===== config.mk =====
export PLATFORM = sky130hd
export DESIGN_NAME = nibble_load_sequencer
export DESIGN_NICKNAME = d
export VERILOG_FILES = /design/src/rtl/game_pkg.sv /design/src/rtl/idle_timeout_counter.sv /design/src/rtl/nibble_load_sequencer.sv
export SDC_FILE = /design/constraint.sdc
export NUM_CORES = 1
export LEC_CHECK = 0
export BUFFER_PORTS_ARGS = -buffer_cell sky130_fd_sc_hd__buf_2
export CORE_MARGIN = 2
export CORE_UTILIZATION = 49
export DETAILED_ROUTE_END_ITERATION = 8
export MAX_ROUTING_LAYER = met4
export PLACE_DENSITY_LB_ADDON = 0.12
export SLEW_MARGIN = 20
export SYNTH_ARGS = -nofsm -noshare
export SYNTH_HDL_FRONTEND = slang
export SYNTH_HIERARCHICAL = 1
export SYNTH_SLANG_ARGS = --single-unit

===== constraint.sdc =====
create_clock -name clk -period 1.95 [get_ports clk]
set_input_delay 0.2925 -clock clk [delete_from_list [all_inputs] [get_ports clk]]
set_output_delay 0.2925 -clock clk [all_outputs]
set_load 0.02 [all_outputs]

===== src/rtl/game_pkg.sv =====
// Shared definitions for the encryption game datapath: sequencer state encoding and the
// word width common to the serial loader and the parallel load registers.
package game_pkg;

  localparam int DATA_W_DEF = 4;

  typedef enum logic [1:0] {
    IDLE    = 2'd0,
    COLLECT = 2'd1,
    LOAD    = 2'd2,
    DONE    = 2'd3
  } seq_state_t;

endpackage


===== src/rtl/idle_timeout_counter.sv =====
// Saturating idle-cycle counter; expired is combinational and flags the enabled cycle that
// brings the count to TIMEOUT. No backpressure; TIMEOUT=0 never expires.
module idle_timeout_counter #(
  parameter int TIMEOUT = 255
) (
  input  logic clk,
  input  logic reset,
  input  logic clear,
  input  logic enable,
  output logic expired
);

  localparam int CW = (TIMEOUT > 0) ? $clog2(TIMEOUT + 1) : 1;
  localparam logic [CW-1:0] LIMIT = CW'(TIMEOUT);

  logic [CW-1:0] idle_cnt;

  always_ff @(posedge clk or negedge reset) begin
    if (!reset) begin
      idle_cnt <= '0;
    end else if (clear) begin
      idle_cnt <= '0;
    end else if (enable && idle_cnt != LIMIT) begin
      idle_cnt <= idle_cnt + 1'b1;
    end
  end

  // A cycle with clear set is not idle, so it can never be the expiring cycle.
  assign expired = (TIMEOUT > 0) && enable && !clear && (idle_cnt == LIMIT - 1'b1);

endmodule


===== src/rtl/nibble_load_sequencer.sv =====
// Collects DATA_W serial bits MSB first and strobes them into a parallel load register; final
// bit at edge N -> load in cycle N+1, done in N+2. No backpressure: abort or timeout drops the word.
module nibble_load_sequencer
  import game_pkg::*;
#(
  parameter int DATA_W  = DATA_W_DEF,
  parameter int TIMEOUT = 255
) (
  input  logic                        clk,
  input  logic                        reset,
  input  logic                        start,
  input  logic                        bit_in,
  input  logic                        bit_valid,
  input  logic                        abort,
  output logic                        load,
  output logic [DATA_W-1:0]           data_out,
  output logic                        busy,
  output logic                        done,
  output logic                        timeout_err,
  output logic [$clog2(DATA_W+1)-1:0] bit_count
);

  localparam int CNT_W = $clog2(DATA_W + 1);
  localparam logic [CNT_W-1:0] LAST_BIT = CNT_W'(DATA_W - 1);

  seq_state_t        state;
  logic [DATA_W-1:0] shreg;
  logic [DATA_W-1:0] shreg_nxt;
  logic              idle_clear;
  logic              idle_en;
  logic              idle_expired;

  assign shreg_nxt  = {shreg[DATA_W-2:0], bit_in};
  assign idle_clear = (state == IDLE && start) || (state == COLLECT && bit_valid);
  assign idle_en    = (state == COLLECT) && !bit_valid;

  idle_timeout_counter #(
    .TIMEOUT(TIMEOUT)
  ) u_idle_timeout (
    .clk    (clk),
    .reset  (reset),
    .clear  (idle_clear),
    .enable (idle_en),
    .expired(idle_expired)
  );

  always_ff @(posedge clk or negedge reset) begin
    if (!reset) begin
      state       <= IDLE;
      load        <= 1'b0;
      done        <= 1'b0;
      timeout_err <= 1'b0;
      busy        <= 1'b0;
      data_out    <= '0;
      bit_count   <= '0;
      shreg       <= '0;
    end else begin
      load        <= 1'b0;
      done        <= 1'b0;
      timeout_err <= 1'b0;
      case (state)
        IDLE: begin
          if (start) begin
            state     <= COLLECT;
            busy      <= 1'b1;
            shreg     <= '0;
            bit_count <= '0;
          end
        end
        COLLECT: begin
          // Abort outranks both a bit capture and an expiring timeout in the same cycle.
          if (abort) begin
            state <= IDLE;
            busy  <= 1'b0;
          end else if (bit_valid) begin
            shreg     <= shreg_nxt;
            bit_count <= bit_count + 1'b1;
            if (bit_count == LAST_BIT) begin
              state    <= LOAD;
              load     <= 1'b1;
              data_out <= shreg_nxt;
            end
          end else if (idle_expired) begin
            state       <= IDLE;
            busy        <= 1'b0;
            timeout_err <= 1'b1;
          end
        end
        LOAD: begin
          state <= DONE;
          done  <= 1'b1;
        end
        DONE: begin
          state <= IDLE;
          busy  <= 1'b0;
        end
        default: begin
          state <= IDLE;
          busy  <= 1'b0;
        end
      endcase
    end
  end

endmodule


==> impl_metrics.yaml <==
clock_tree:
  cts_htree_levels: 1
  clockBufferDepth: 2
  cts_buffers: 3
  cts_tree: "done"
  clk_latency_ns: 0.30
  cts_resized: 0
  cts_root_buf: "clkbuf_4"
  clk_pin_slew_ns: 0.13
  clkSinkCount: 24
sta:
  final-setup-viol-count: 0
  rsz0062_at_grt: "no"
  drv_slew: 0
  tns_ns: 0
  hold_viol_final: 0
  fin_crit_sh: 0.874
  post-route-min-period_ns: 1.70
  fin_skew_ns: 0.00189
  clock.fmax_mhz: 587
  slew-limit-headroom: 0.649
  tightestPinTransition_ns: 0.526
worst_setup_path:
  rrSetupSlack_ns: 0.25
  startpoint_type: "flip-flop"
  arrival_ns: 1.91
  r2r_cells: 5
  cp_max_fo: 9
  critPathKind: "reg2reg"
  cp_data_required_time_ns: 2.16
  endpoint: "u_idle_timeout/idle_cnt[5]"
  reg2reg_to: "u_idle_timeout/idle_cnt[5]"
  cp-end-kind: "flip-flop"
floorplan:
  die_h_um: 53.2
  rows: 17
  die_x_um: 53.2
  core_area_sq_um: 2250
  pin_count: 17
  start_util: 0.527
  dieArea_sq_um: 2830
outcome:
  outcome: "finished clean"
power:
  p_leak_nw: 0.673
  peakVddDrop_v: 0.000604
  power_density_nw_per_um2: 1000
synthesis:
  synth_cells: 105
  synth-seq-cells: 24
  async_reset_ff_frac: 1.00
  synth_commonest_cells: "dfrtp_1, inv_1, a211oi_1, mux2_2"
  synth_top_flop_cell: "dfrtp_1"
  synth.most_common_cell: "dfrtp_1"
  yosysWarnings: 6
  syn_nets: 115
  synth_top_area_frac: 0.506
  synth_area_leader_cell: "dfrtp_1"
  syn_avg_cell_area_sq_um: 11.3
  synthesis.area_sq_um: 1190
  synth_cell_types: 36
  synth_seq_area_share: 0.506
  synth_edf_count: 0
  synthTopCellsByArea: "dfrtp_1, mux2_2, a22o_2, ha_1, a211oi_1"
route:
  drc: 0
  ant_nets: 0
  wl_um: 2010
  first_pass_iters: 4
  vias: 854
  first_iter_violations: 22
  viasPerCell: 5.55
  routedWlPerCell_um: 13.1
global_route:
  antenna_found_initial: 0
  grt_pass1_vias: 758
  overflow: 0
  track_usage: 0.171
  grt_pass1_wl_um: 3350
  grt_max_degree: 25
final_layout:
  diodes: 0
  layout-drive-gt1-share: 0.317
  final_util: 0.598
  syn_to_final_growth_pct: 13.6
  nNetsFinal: 137
min_path:
  hp-class: "in2reg"
placed_design:
  place_congestion: 0.784
  io_buffers: 16
  hpwl_um: 1410
flow_run:
  cap_violations: 0
## worst max-delay path: stages (launching register included)
cell      delay (ns)
dfrtp_1         0.49
nor3b_1         0.24
buf_4           0.19
nand3_2         0.09
a211oi_1        0.24
mux2_2          0.35
## registers in the layout (all words and copies together), names as in the netlist, named ones only
| name | count |
|---|---|
| u_idle_timeout/idle_cnt | 8 |
| data_out | 4 |
| bit_count | 3 |
| shreg | 3 |
| busy | 1 |
| done | 1 |
| load | 1 |
| state | 1 |
| timeout_err | 1 |
## cell usage in the layout, fill, tap and decap left out, drive strengths merged, types with 4 or more instances in the layout
master / n
nand3: 4
ha: 4
clkbuf: 4
nand2: 6
nand2b: 4
mux2: 7
a211oi: 6
a21oi: 5
buf: 19
a22o: 5
inv: 8
dfrtp: 24
## kinds of logic (layout without fill, tap and decap cells)
| family | Yosys count | count (layout) | synth area share |
|---|---|---|---|
| AO/OA/AOI/OAI | 23 | 23 | 0.148 |
| buffers and inverters | 11 | 32 | 0.0443 |
| adder cells (fa/ha/maj) | 4 | 4 | 0.0422 |
| flip-flops | 24 | 24 | 0.506 |
| AND/OR/NAND/NOR | 36 | 36 | 0.191 |
| multiplexers | 7 | 7 | 0.0695 |
## report_power, final
part / total [mW] / switching, mW / internal (mW)
combinational: 0.422 / 0.225 / 0.197
sequential: 0.676 / 0.0902 / 0.586
clock: 0.257 / 0.143 / 0.114
## worst min path at each step
stage               startpoint  cells past startpoint           to  slack, ns
floorplan                reset                      0    async pin     -0.003
global placement         reset                      1         busy       0.30
detailed placement       reset                      1         done       0.31
CTS                      abort                      2  timeout_err       0.17
global route             abort                      2  timeout_err       0.18
finish                   abort                      2  timeout_err       0.19
## repair_timing
action                                 4_1_cts  5_1_grt
hold buffers                                 1        0
buffers inserted                             0        0
endpoints found under the hold margin       24        0
## routing by layer
metal  track usage  share of wire  wire length, um
met3        0.0254          0.041               82
met5             -              0                0
met2         0.257           0.45              915
met1         0.227           0.49              995
met4        0.0769         0.0085               17
## layout make-up
class | instances | area, sq um
timing repair buffer | 20 | 113
fill | 194 | 906
sequential | 24 | 601
tap | 28 | 35.0
clock buffer | 4 | 36.3
multi-input combinational | 70 | 534
inverter | 8 | 30.0
## per-stage QoR
stage	cell area [sq um]	worst slack (ns)	std cells	hold slack [ns]	power (mW)
2_1_floorplan	1190	0.0864	105	-0.00309	0.975
3_3_place_gp	1300	0.298	149	0.298	1.10
3_5_place_dp	1300	0.275	149	0.313	1.11
4_1_cts	1350	0.241	154	0.168	1.37
5_1_grt	1350	0.119	154	0.177	1.44
6_report	1350	0.246	154	0.188	1.36
No activity file was read; power rests on OpenSTA's default activity.
